--- config.mk ---
export PLATFORM = sky130hd
export DESIGN_NAME = control_sequencer
export DESIGN_NICKNAME = d
export VERILOG_FILES = /design/src/rtl/control_sequencer.sv
export SDC_FILE = /design/constraint.sdc
export NUM_CORES = 1
export LEC_CHECK = 0
export BUFFER_PORTS_ARGS = -buffer_cell sky130_fd_sc_hd__buf_2
export CAP_MARGIN = 20
export CORE_ASPECT_RATIO = 0.7
export CORE_MARGIN = 10
export CORE_UTILIZATION = 45
export DETAILED_ROUTE_END_ITERATION = 10
export GPL_ROUTABILITY_DRIVEN = 1
export GPL_TIMING_DRIVEN = 0
export PLACE_DENSITY = 0.74
export SLEW_MARGIN = 10
export SYNTH_ARGS = -nofsm -noshare
export SYNTH_HDL_FRONTEND = slang
export SYNTH_SLANG_ARGS = --single-unit
--- constraint.sdc ---
create_clock -name clk -period 2.3 [get_ports clk]
set_input_delay 0.23 -clock clk [delete_from_list [all_inputs] [get_ports clk]]
set_output_delay 0.23 -clock clk [all_outputs]
set_load 0.005 [all_outputs]
--- src/rtl/control_sequencer.sv ---
// Control sequencer for the single-bus CPU datapath.
// Moore FSM: fetch (FETCH0..FETCH2) then per-class execute steps (T3..T7).
// Control outputs depend only on the state register and, in execute
// states, on the opcode held in ir.
//
//   state  | meaning
//   -------+----------------------------------------------------------
//   IDLE   | after reset; all controls low, run low
//   FETCH0 | PC -> MAR, increment PC
//   FETCH1 | memory read into MDR; holds until mem_ready
//   FETCH2 | MDR -> IR; nop/halt/undefined retire here
//   T3..T7 | execute steps, meaning depends on the opcode class
//   HALT   | stopped; only clr leaves it
module control_sequencer #(
  parameter logic [4:0] ADD_OPCODE  = 5'b00011,
  parameter logic [4:0] NOP_OPCODE  = 5'b11000,
  parameter logic [4:0] HALT_OPCODE = 5'b11001
) (
  input  logic        clk,
  input  logic        clr,
  input  logic [31:0] ir,
  input  logic        mem_ready,
  input  logic        stop,
  output logic        PCout,
  output logic        ZLowout,
  output logic        ZHighout,
  output logic        MDRout,
  output logic        Cout,
  output logic        MARin,
  output logic        MDRin,
  output logic        IRin,
  output logic        Yin,
  output logic        ZLowIn,
  output logic        ZHighIn,
  output logic        HIin,
  output logic        LOin,
  output logic        PCin,
  output logic        IncPC,
  output logic        Read,
  output logic        Write,
  output logic        Gra,
  output logic        Grb,
  output logic        Grc,
  output logic        Rin,
  output logic        Rout,
  output logic        BAout,
  output logic [4:0]  alu_op,
  output logic        run,
  output logic [31:0] instr_count
);

  typedef enum logic [3:0] {
    S_IDLE, S_FETCH0, S_FETCH1, S_FETCH2,
    S_T3, S_T4, S_T5, S_T6, S_T7, S_HALT
  } state_t;

  typedef enum logic [2:0] {
    C_R, C_I, C_M, C_U, C_LD, C_ST, C_NOP, C_HALT
  } class_t;

  state_t      state_q, state_d;
  class_t      cls;
  logic        retire;
  logic [31:0] count_q;
  logic [4:0]  opcode;
  logic        unused_ir;

  assign opcode      = ir[31:27];
  assign unused_ir   = ^ir[26:0];
  assign instr_count = count_q;

  // Opcode class decode; anything unrecognised behaves as a nop.
  always_comb begin
    cls = C_NOP;
    if (opcode == HALT_OPCODE) begin
      cls = C_HALT;
    end else if (opcode == NOP_OPCODE) begin
      cls = C_NOP;
    end else begin
      case (opcode)
        5'b00011, 5'b00100, 5'b00101, 5'b00110, 5'b00111,
        5'b01000, 5'b01001, 5'b01010, 5'b01011: cls = C_R;
        5'b01100, 5'b01101, 5'b01110:           cls = C_I;
        5'b01111, 5'b10000:                     cls = C_M;
        5'b10001, 5'b10010:                     cls = C_U;
        5'b00000:                               cls = C_LD;
        5'b00010:                               cls = C_ST;
        default:                                cls = C_NOP;
      endcase
    end
  end

  // Next state and retirement; the boundary exit is the only place stop matters.
  always_comb begin
    state_d = state_q;
    retire  = 1'b0;
    case (state_q)
      S_IDLE:   state_d = S_FETCH0;
      S_FETCH0: state_d = S_FETCH1;
      S_FETCH1: if (mem_ready) state_d = S_FETCH2;
      S_FETCH2: begin
        if (cls == C_HALT) begin
          retire  = 1'b1;
          state_d = S_HALT;
        end else if (cls == C_NOP) begin
          retire  = 1'b1;
          state_d = stop ? S_HALT : S_FETCH0;
        end else begin
          state_d = S_T3;
        end
      end
      S_T3: state_d = S_T4;
      S_T4: begin
        if (cls == C_R || cls == C_I || cls == C_M || cls == C_LD || cls == C_ST) begin
          state_d = S_T5;
        end else begin
          retire  = 1'b1;
          state_d = stop ? S_HALT : S_FETCH0;
        end
      end
      S_T5: begin
        if (cls == C_M || cls == C_LD || cls == C_ST) begin
          state_d = S_T6;
        end else begin
          retire  = 1'b1;
          state_d = stop ? S_HALT : S_FETCH0;
        end
      end
      S_T6: begin
        if (cls == C_ST) begin
          state_d = S_T7;
        end else if (cls == C_LD) begin
          if (mem_ready) state_d = S_T7;
        end else begin
          retire  = 1'b1;
          state_d = stop ? S_HALT : S_FETCH0;
        end
      end
      S_T7: begin
        if (cls != C_ST || mem_ready) begin
          retire  = 1'b1;
          state_d = stop ? S_HALT : S_FETCH0;
        end
      end
      S_HALT:  state_d = S_HALT;
      default: state_d = S_IDLE;
    endcase
  end

  // State register and retired-instruction counter; clr overrides everything.
  always_ff @(posedge clk) begin
    if (clr) begin
      state_q <= S_IDLE;
      count_q <= 32'd0;
    end else begin
      state_q <= state_d;
      if (retire) count_q <= count_q + 32'd1;
    end
  end

  // Moore output decode from state (and opcode class in execute states).
  always_comb begin
    PCout = 1'b0; ZLowout = 1'b0; ZHighout = 1'b0; MDRout = 1'b0; Cout = 1'b0;
    MARin = 1'b0; MDRin = 1'b0; IRin = 1'b0; Yin = 1'b0; ZLowIn = 1'b0;
    ZHighIn = 1'b0; HIin = 1'b0; LOin = 1'b0; PCin = 1'b0;
    IncPC = 1'b0; Read = 1'b0; Write = 1'b0;
    Gra = 1'b0; Grb = 1'b0; Grc = 1'b0; Rin = 1'b0; Rout = 1'b0; BAout = 1'b0;
    alu_op = 5'd0;
    run = (state_q != S_IDLE) && (state_q != S_HALT);
    case (state_q)
      S_FETCH0: begin PCout = 1'b1; MARin = 1'b1; IncPC = 1'b1; end
      S_FETCH1: begin Read = 1'b1; MDRin = 1'b1; end
      S_FETCH2: begin MDRout = 1'b1; IRin = 1'b1; end
      S_T3: begin
        case (cls)
          C_R, C_I: begin Grb = 1'b1; Rout = 1'b1; Yin = 1'b1; end
          C_M:      begin Gra = 1'b1; Rout = 1'b1; Yin = 1'b1; end
          C_U: begin
            Grb = 1'b1; Rout = 1'b1; alu_op = opcode; ZLowIn = 1'b1; ZHighIn = 1'b1;
          end
          C_LD, C_ST: begin Grb = 1'b1; BAout = 1'b1; Yin = 1'b1; end
          default: ;
        endcase
      end
      S_T4: begin
        case (cls)
          C_R: begin
            Grc = 1'b1; Rout = 1'b1; alu_op = opcode; ZLowIn = 1'b1; ZHighIn = 1'b1;
          end
          C_I: begin Cout = 1'b1; alu_op = opcode; ZLowIn = 1'b1; ZHighIn = 1'b1; end
          C_M: begin
            Grb = 1'b1; Rout = 1'b1; alu_op = opcode; ZLowIn = 1'b1; ZHighIn = 1'b1;
          end
          C_U: begin ZLowout = 1'b1; Gra = 1'b1; Rin = 1'b1; end
          C_LD, C_ST: begin
            Cout = 1'b1; alu_op = ADD_OPCODE; ZLowIn = 1'b1; ZHighIn = 1'b1;
          end
          default: ;
        endcase
      end
      S_T5: begin
        case (cls)
          C_R, C_I:   begin ZLowout = 1'b1; Gra = 1'b1; Rin = 1'b1; end
          C_M:        begin ZLowout = 1'b1; LOin = 1'b1; end
          C_LD, C_ST: begin ZLowout = 1'b1; MARin = 1'b1; end
          default: ;
        endcase
      end
      S_T6: begin
        case (cls)
          C_M:  begin ZHighout = 1'b1; HIin = 1'b1; end
          C_LD: begin Read = 1'b1; MDRin = 1'b1; end
          C_ST: begin Gra = 1'b1; Rout = 1'b1; MDRin = 1'b1; end
          default: ;
        endcase
      end
      S_T7: begin
        case (cls)
          C_LD: begin MDRout = 1'b1; Gra = 1'b1; Rin = 1'b1; end
          C_ST: Write = 1'b1;
          default: ;
        endcase
      end
      default: ;
    endcase
  end

endmodule

==> flow_results.xml, run 1 <==
<?xml version="1.0" encoding="UTF-8"?>
<metrics>
  <group name="pwr">
    <metric name="power.leakage" unit="nW">1.39</metric>
    <metric name="pwr_cell_area" unit="mW/mm²">476</metric>
    <metric name="ir_drop" unit="mV">0.212</metric>
  </group>
  <group name="clock_tree">
    <metric name="cts_buffer_depth" unit="">2</metric>
    <metric name="cts_sinks" unit="">36</metric>
    <metric name="postCtsHoldBufs" unit="">0</metric>
    <metric name="cts_buffers" unit="">5</metric>
    <metric name="htreeDepth" unit="">2</metric>
    <metric name="tritoncts" unit="">done</metric>
    <metric name="worstSkewPairLatency" unit="ns">0.30</metric>
    <metric name="clkTransAtPathRegs" unit="ns">0.08</metric>
    <metric name="clock-root-buffer" unit="">clkbuf_8</metric>
  </group>
  <group name="setup_path">
    <metric name="cp-endpoint" unit="">instr_count[16]</metric>
    <metric name="worst_setup_path_end_kind" unit="">flip-flop</metric>
    <metric name="r2r-start" unit="">state_q[3]</metric>
    <metric name="setup.worst_path.start_class" unit="">flip-flop</metric>
    <metric name="crit_buf_inv" unit="">2</metric>
    <metric name="minimum_setup_slack_among_reg_to_reg_paths" unit="ns">-0.001</metric>
    <metric name="critPathSlowestCell" unit="">or4_4</metric>
    <metric name="worst-path-max-fanout" unit="">10</metric>
    <metric name="crit_start" unit="">state_q[3]</metric>
    <metric name="worst-endpoint-arrival" unit="ns">2.53</metric>
    <metric name="worst-setup-path-type" unit="">flip-flop to flip-flop</metric>
    <metric name="crit_cells" unit="">8</metric>
    <metric name="max_stage_delay" unit="ns">0.52</metric>
    <metric name="path_delay_family" unit="">simple AND/OR/NAND/NOR gates</metric>
    <metric name="critPathRequiredTime" unit="ns">2.53</metric>
    <metric name="crit_path_cell_trace" unit="">buf_2, nor2_2, nand3_1, a211oi_4, nor4_4, buf_6, or4_4, a21oi_2</metric>
    <metric name="worst-r2r-cell-count" unit="">8</metric>
    <metric name="r2r-end" unit="">instr_count[16]</metric>
  </group>
  <group name="synthesis">
    <metric name="yosysSeqAreaShare" unit="">0.276</metric>
    <metric name="synth.distinct_cells" unit="">63</metric>
    <metric name="ys_async_sr_fraction" unit="">0</metric>
    <metric name="warnings_synthesis" unit="">0</metric>
    <metric name="synth_register_bits" unit="">36</metric>
    <metric name="netlist_instances" unit="">332</metric>
    <metric name="syn_area" unit="mm²">0.00261</metric>
    <metric name="synthFlopType" unit="">dfxtp_1</metric>
    <metric name="syn_avg_cell_area" unit="µm²">7.87</metric>
    <metric name="synth_enable_flop_cells" unit="">0</metric>
    <metric name="synth_fp_nets" unit="">373</metric>
  </group>
  <group name="layout">
    <metric name="layout.cells.most_common" unit="">buf_2</metric>
    <metric name="area_growth_syn_to_layout" unit="%">39.6</metric>
    <metric name="final_cell_mix" unit="">buf_2, a21oi_1, nand2_1</metric>
    <metric name="design.final.nets" unit="">461</metric>
    <metric name="final_cell_count_no_fill" unit="">496</metric>
    <metric name="filler_cell_count" unit="">474</metric>
    <metric name="n_antenna_cell" unit="">0</metric>
    <metric name="layout-drive-gt1-share" unit="">0.420</metric>
  </group>
  <group name="sta">
    <metric name="report.final.slew_viol_count" unit="">0</metric>
    <metric name="final_hold_viol_count" unit="">0</metric>
    <metric name="finalWorstPathRequiredPeriod" unit="ns">2.30</metric>
    <metric name="timing.max_slew.rel_slack" unit="">0.558</metric>
    <metric name="timing.final.crit_share" unit="">1.00</metric>
    <metric name="maxClockFrequency" unit="GHz">0.435</metric>
    <metric name="setup_viol_count_final" unit="">1</metric>
    <metric name="timing_worst_slew_pin_value" unit="ns">0.663</metric>
    <metric name="final.setup_skew" unit="ns">0.00571</metric>
    <metric name="finalWorstSetupSlack" unit="ns">-0.00149</metric>
    <metric name="hold_slack" unit="ns">0.272</metric>
    <metric name="rsz0062_at_grt" unit="">yes</metric>
  </group>
  <group name="routing">
    <metric name="route.detailed.drc" unit="">0</metric>
    <metric name="postRouteWirelength" unit="mm">9.25</metric>
    <metric name="vias" unit="">3078</metric>
    <metric name="average_via_count_per_standard_cell" unit="">6.21</metric>
    <metric name="detail_route.iter0.violations" unit="">265</metric>
    <metric name="drt_first_pass_iters" unit="">5</metric>
    <metric name="route.detailed.wl_per_inst" unit="µm">18.7</metric>
    <metric name="ant_nets_after_route" unit="">0</metric>
  </group>
  <group name="placement">
    <metric name="portBuffers" unit="">67</metric>
    <metric name="place_hpwl" unit="mm">6.28</metric>
    <metric name="gpl.final_weighted_congestion" unit="">0.909</metric>
    <metric name="dp_cells" unit="">474</metric>
  </group>
  <group name="floorplan">
    <metric name="num_io_pins" unit="">97</metric>
    <metric name="chipWidth" unit="µm">111</metric>
    <metric name="die-height" unit="µm">83.7</metric>
    <metric name="start_util" unit="">0.461</metric>
    <metric name="placement_rows" unit="">23</metric>
    <metric name="die-area" unit="mm²">0.00930</metric>
    <metric name="coreArea" unit="mm²">0.00567</metric>
  </group>
  <group name="grt">
    <metric name="grt_pass1_wl" unit="mm">13.9</metric>
    <metric name="grt_max_degree" unit="">12</metric>
    <metric name="grt_antenna_before_repair" unit="">0</metric>
    <metric name="vias_in_the_first_global_route" unit="">2756</metric>
    <metric name="grt.overflow.total" unit="">0</metric>
    <metric name="grtUsageTotal" unit="">0.173</metric>
  </group>
  <group name="job">
    <metric name="max_capacitance_violation_count" unit="">0</metric>
  </group>
  <group name="status">
    <metric name="outcome" unit="">finished, violations left</metric>
    <metric name="failing_checks" unit="">negative setup slack</metric>
  </group>
  <group name="hold_path">
    <metric name="min-delay-path-class" unit="">primary input to flip-flop</metric>
  </group>
</metrics>
==> per-layer routing <==
layer | track usage | wire, µm
met5 | 0 | 0
met4 | 0.0466 | 142
met3 | 0.0453 | 885
met2 | 0.254 | 4020
met1 | 0.242 | 4200
==> what timing repair did <==
| item | 4_1_cts | 5_1_grt |
|---|---|---|
| setup buffers | 2 | 11 |
| cloned | 0 | 2 |
| resized for setup | 21 | 74 |
| pin swaps | 4 | 21 |
| endpoints found under the setup margin | 39 | 42 |
==> cells in the mapped netlist, types with 3 or more instances <==
cell	number	area [µm²]
a21oi_1	36	180
dfxtp_1	36	721
nand2_1	25	93.8
nor2_1	18	67.6
nand3_1	17	85.1
o31ai_1	14	105
or4_1	14	105
nor3_1	13	65.1
clkbuf_1	12	45.0
o21ai_0	9	45.0
or3_1	9	56.3
nand3b_1	8	60.1
and3_1	7	43.8
buf_2	7	35.0
inv_1	7	26.3
nand4_1	6	37.5
buf_4	5	37.5
ha_1	5	62.6
nor2b_1	5	31.3
o41ai_1	5	43.8
and2_1	4	25.0
xnor2_1	4	35.0
buf_6	3	33.8
nor3b_1	3	22.5
nor4_1	3	18.8
nor4b_1	3	26.3
o21bai_1	3	22.5
o22ai_1	3	18.8
o31a_1	3	26.3
==> how the worst min path moves through the flow <==
stage	start	end	slack [ns]	cells after the start
final	stop	state_q[3]	0.27	3
after global routing	stop	state_q[3]	0.30	3
after CTS	stop	state_q[3]	0.23	3
after detailed placement	instr_count[30]	instr_count[30]	0.48	2
after global placement	instr_count[1]	instr_count[1]	0.47	2
after floorplan	stop	state_q[3]	0.40	2
==> through the flow <==
step | area, µm² | utilization | setup TNS, ns | power (W) | setup WS, ns
after floorplan | 2680 | - | -0.0285 | 0.000953 | -0.0150
after global placement | 3110 | 0.548 | -12.50 | 0.00109 | -0.476
after detailed placement | 3110 | 0.548 | -13.55 | 0.00109 | -0.478
after CTS | 3300 | 0.582 | -0.0118 | 0.00166 | -0.0118
after global routing | 3640 | 0.643 | -2.05 | 0.00180 | -0.115
final | 3640 | 0.643 | -0.00149 | 0.00174 | -0.00149
==> where the power goes <==
group | total [W] | leakage (nW) | switching, W | internal [W]
logic | 0.000507 | 1.04 | 0.000296 | 0.000211
registers | 0.000654 | 0.300 | 0.0000229 | 0.000631
clock network | 0.000575 | 0.0552 | 0.000253 | 0.000322
total | 0.00174 | 1.39 | 0.000572 | 0.00116
==> flip-flops by register name, summed over array words and instances, names as in the netlist <==
| register | count |
|---|---|
| state_q | 4 |
| instr_count | 32 |
==> cell families (layout without fill, tap and decap cells) <==
| logic type | after synthesis | after routing | synth area share |
|---|---|---|---|
| and+or+nand+nor | 149 | 149 | 0.333 |
| AOI/OAI and AO/OA | 94 | 94 | 0.249 |
| DFF | 36 | 36 | 0.276 |
| buffers and inverters | 36 | 125 | 0.0709 |
| xor gates and xnor gates | 6 | 6 | 0.0259 |
| adders and majority gates | 5 | 5 | 0.0240 |
| muxes | 5 | 5 | 0.0206 |
| other | 1 | 1 | 0.00144 |
==> layout make-up <==
cell class / count / area [µm²] / share of cell area
buffer: 28 / 198 / 0.0542
inverter: 7 / 26.3 / 0.00721
multi-input combinational: 260 / 2000 / 0.548
timing repair buffer: 82 / 467 / 0.128
sequential: 36 / 757 / 0.208
clock buffer: 6 / 72.6 / 0.0199
tap: 75 / 93.8 / 0.0257
clock inverter: 2 / 35.0 / 0.00961
==> worst reg2reg max path, stage by stage (launching register included) <==
cell	delay, ns
dfxtp_1	0.30
buf_2	0.18
nor2_2	0.22
nand3_1	0.23
a211oi_4	0.34
nor4_4	0.11
buf_6	0.17
or4_4	0.52
a21oi_2	0.16
Power figures use the tool's default switching activity.
==> run 2, diff against run 1 <==
CTS_CLUSTER_SIZE = 16   (was default)
PLACE_DENSITY = 0.71   (was 0.74)
clock period = 2.6 ns   (was 2.3 ns; I/O delays follow)
==> run 2 against run 1 <==
Effect of this change:
- the run now ends clean
- clock power decreased by 29%
- die area unchanged
- sequential cell count unchanged
- combinational power decreased by 25%
- sequential power decreased by 11%
- critical path depth increased by 4
- critical path type is now primary input to flip-flop
==> flow_results.xml, run 2 (synthesis results as in run 1) <==
<?xml version="1.0" encoding="UTF-8"?>
<metrics>
  <group name="setup_path">
    <metric name="worst-setup-path-type" unit="">primary input to flip-flop</metric>
    <metric name="max_stage_delay" unit="ns">0.40</metric>
    <metric name="r2r-start" unit="">state_q[1]</metric>
    <metric name="worst-path-max-fanout" unit="">10</metric>
    <metric name="crit_start" unit="">ir[28]</metric>
    <metric name="critPathSlowestCell" unit="">a311oi_4</metric>
    <metric name="worst-endpoint-arrival" unit="ns">2.68</metric>
    <metric name="crit_path_cell_trace" unit="">buf_2, inv_1, ha_2, nor3b_1, or3_1, buf_2, a311oi_4, nor4_2, buf_6, clkbuf_4, o41ai_1, a21oi_1</metric>
    <metric name="path_delay_family" unit="">compound AO/OA/AOI/OAI gates</metric>
    <metric name="critPathRequiredTime" unit="ns">2.74</metric>
    <metric name="setup.worst_path.start_class" unit="">primary input</metric>
    <metric name="crit_buf_inv" unit="">5</metric>
    <metric name="critical-path-top-cell-by-count" unit="">buf_2</metric>
    <metric name="worst_setup_path_end_kind" unit="">flip-flop</metric>
  </group>
  <group name="floorplan">
    <metric name="coreArea" unit="mm²">0.00567</metric>
    <metric name="num_io_pins" unit="">97</metric>
    <metric name="start_util" unit="">0.461</metric>
    <metric name="die-area" unit="mm²">0.00930</metric>
    <metric name="chipWidth" unit="µm">111</metric>
    <metric name="die-height" unit="µm">83.7</metric>
    <metric name="placement_rows" unit="">23</metric>
  </group>
  <group name="grt">
    <metric name="vias_in_the_first_global_route" unit="">2812</metric>
    <metric name="grt_pass1_wl" unit="mm">14.3</metric>
    <metric name="grt_antenna_before_repair" unit="">0</metric>
    <metric name="grtUsageTotal" unit="">0.177</metric>
    <metric name="grt.overflow.total" unit="">0</metric>
    <metric name="grt_max_degree" unit="">11</metric>
  </group>
  <group name="sta">
    <metric name="fin_tns_setup" unit="ns">0</metric>
    <metric name="finalWorstSetupSlack" unit="ns">0.0659</metric>
    <metric name="timing.max_slew.rel_slack" unit="">0.624</metric>
    <metric name="timing.final.crit_share" unit="">0.975</metric>
    <metric name="finalWorstPathRequiredPeriod" unit="ns">2.53</metric>
    <metric name="final_hold_viol_count" unit="">0</metric>
    <metric name="setup_viol_count_final" unit="">0</metric>
    <metric name="rsz0062_at_grt" unit="">yes</metric>
    <metric name="timing_worst_slew_pin_value" unit="ns">0.562</metric>
    <metric name="report.final.slew_viol_count" unit="">0</metric>
    <metric name="maxClockFrequency" unit="GHz">0.395</metric>
    <metric name="final.setup_skew" unit="ns">0.00682</metric>
  </group>
  <group name="routing">
    <metric name="postRouteWirelength" unit="mm">8.73</metric>
    <metric name="ant_nets_after_route" unit="">0</metric>
    <metric name="drt_first_pass_iters" unit="">6</metric>
    <metric name="route.detailed.wl_per_inst" unit="µm">18.0</metric>
    <metric name="average_via_count_per_standard_cell" unit="">6.16</metric>
    <metric name="vias" unit="">2990</metric>
    <metric name="detail_route.iter0.violations" unit="">341</metric>
    <metric name="route.detailed.drc" unit="">0</metric>
  </group>
  <group name="placement">
    <metric name="place_hpwl" unit="mm">6.52</metric>
    <metric name="gpl.final_weighted_congestion" unit="">0.933</metric>
    <metric name="placement.setup.worst_slack" unit="ns">-0.276</metric>
    <metric name="dpl_cell_area" unit="mm²">0.00304</metric>
    <metric name="portBuffers" unit="">67</metric>
  </group>
  <group name="pwr">
    <metric name="power.leakage" unit="nW">1.25</metric>
    <metric name="pwr_cell_area" unit="mW/mm²">431</metric>
    <metric name="ir_drop" unit="mV">0.273</metric>
  </group>
  <group name="clock_tree">
    <metric name="tritoncts" unit="">done</metric>
    <metric name="cts_buffers" unit="">5</metric>
    <metric name="cts_buffer_depth" unit="">2</metric>
    <metric name="worstSkewPairLatency" unit="ns">0.28</metric>
    <metric name="cts_sinks" unit="">36</metric>
    <metric name="htreeDepth" unit="">2</metric>
    <metric name="clkTransAtPathRegs" unit="ns">0.07</metric>
    <metric name="clock-root-buffer" unit="">clkbuf_8</metric>
    <metric name="postCtsHoldBufs" unit="">0</metric>
  </group>
  <group name="layout">
    <metric name="layout-drive-gt1-share" unit="">0.266</metric>
    <metric name="filler_cell_count" unit="">533</metric>
    <metric name="final_design_area_no_fill" unit="mm²">0.00318</metric>
    <metric name="largest_reg_flops" unit="">32</metric>
    <metric name="area_growth_syn_to_layout" unit="%">21.8</metric>
    <metric name="layout.cells.most_common" unit="">buf_2</metric>
    <metric name="design.final.nets" unit="">450</metric>
    <metric name="final_cell_mix" unit="">buf_2, a21oi_1, dfxtp_1</metric>
    <metric name="utilization" unit="">0.561</metric>
    <metric name="n_antenna_cell" unit="">0</metric>
  </group>
  <group name="status">
    <metric name="outcome" unit="">complete, no violations</metric>
  </group>
  <group name="hold_path">
    <metric name="min-delay-path-class" unit="">primary input to flip-flop</metric>
    <metric name="min_from" unit="">stop</metric>
  </group>
  <group name="job">
    <metric name="max_capacitance_violation_count" unit="">0</metric>
  </group>
</metrics>
==> run 2: changes by cell type in the layout (fill, tap and decap cells not counted), sizes merged <==
cell / change
clkbuf: +3
bufinv: -1
buf: -11
clkdlybuf4s15: -1
clkinv: -1
==> run 2: metal layers <==
| layer | share of wire | up-vias | global-route usage | wire length [µm] |
|---|---|---|---|---|
| li1 | - | 1406 | - | - |
| met1 | 0.46 | 1425 | 0.249 | 4000 |
| met2 | 0.45 | 155 | 0.267 | 3910 |
| met3 | 0.090 | 4 | 0.0409 | 788 |
| met4 | 0.0030 | 0 | 0.0326 | 26 |
| met5 | 0 | - | 0 | 0 |
==> run 2: path summary, 6_finish.rpt <==
check | end | slack [ns] | depth (start not counted)
setup reg to reg | instr_count[24] | 0.10 | 9
hold / removal | state_q[3] | 0.30 | 3
setup / recovery | instr_count[24] | 0.07 | 12
hold reg to reg | instr_count[1] | 0.49 | 2
==> run 2: repair_timing <==
| action | CTS | global route |
|---|---|---|
| gates resized for setup | 2 | 5 |
| setup endpoints to repair | 23 | 30 |
| pin swaps | 1 | 2 |
| cloned | 0 | 0 |
| setup buffers | 0 | 3 |
==> run 2: layout make-up <==
type                            count  area, µm²  share of cell area
Clock buffer                        8       90.1              0.0283
Timing Repair Buffer               70        358               0.112
Sequential cell                    36        721               0.227
Multi-Input combinational cell    260       1730               0.544
Tap cell                           75       93.8              0.0295
Buffer                             29        161              0.0507
Inverter                            7       26.3             0.00826
==> run 2: stage by stage <==
step	cells	total power [W]	hold WS [ns]
final	485	0.00137	0.304
after global routing	485	0.00143	0.321
after CTS	482	0.00137	0.296
after detailed placement	474	0.000958	0.489
after global placement	474	0.000957	0.466
after floorplan	332	0.000835	0.430
==> run 2: worst register-to-register path: stages (launching register included) <==
cell and delay [ns]:
dfxtp_1 0.44, nor2b_2 0.34, nand3b_1 0.12, buf_4 0.19, a311oi_4 0.31, nor4_2 0.12, buf_6 0.16, clkbuf_4 0.20
o41ai_1 0.37, a21oi_1 0.12
==> run 2: where the power goes <==
group | total [W] | switching (W) | internal (W)
Combinational | 0.000380 | 0.000237 | 0.000143
Clock | 0.000409 | 0.000193 | 0.000216
Sequential | 0.000582 | 0.0000181 | 0.000564
Total | 0.00137 | 0.000449 | 0.000924
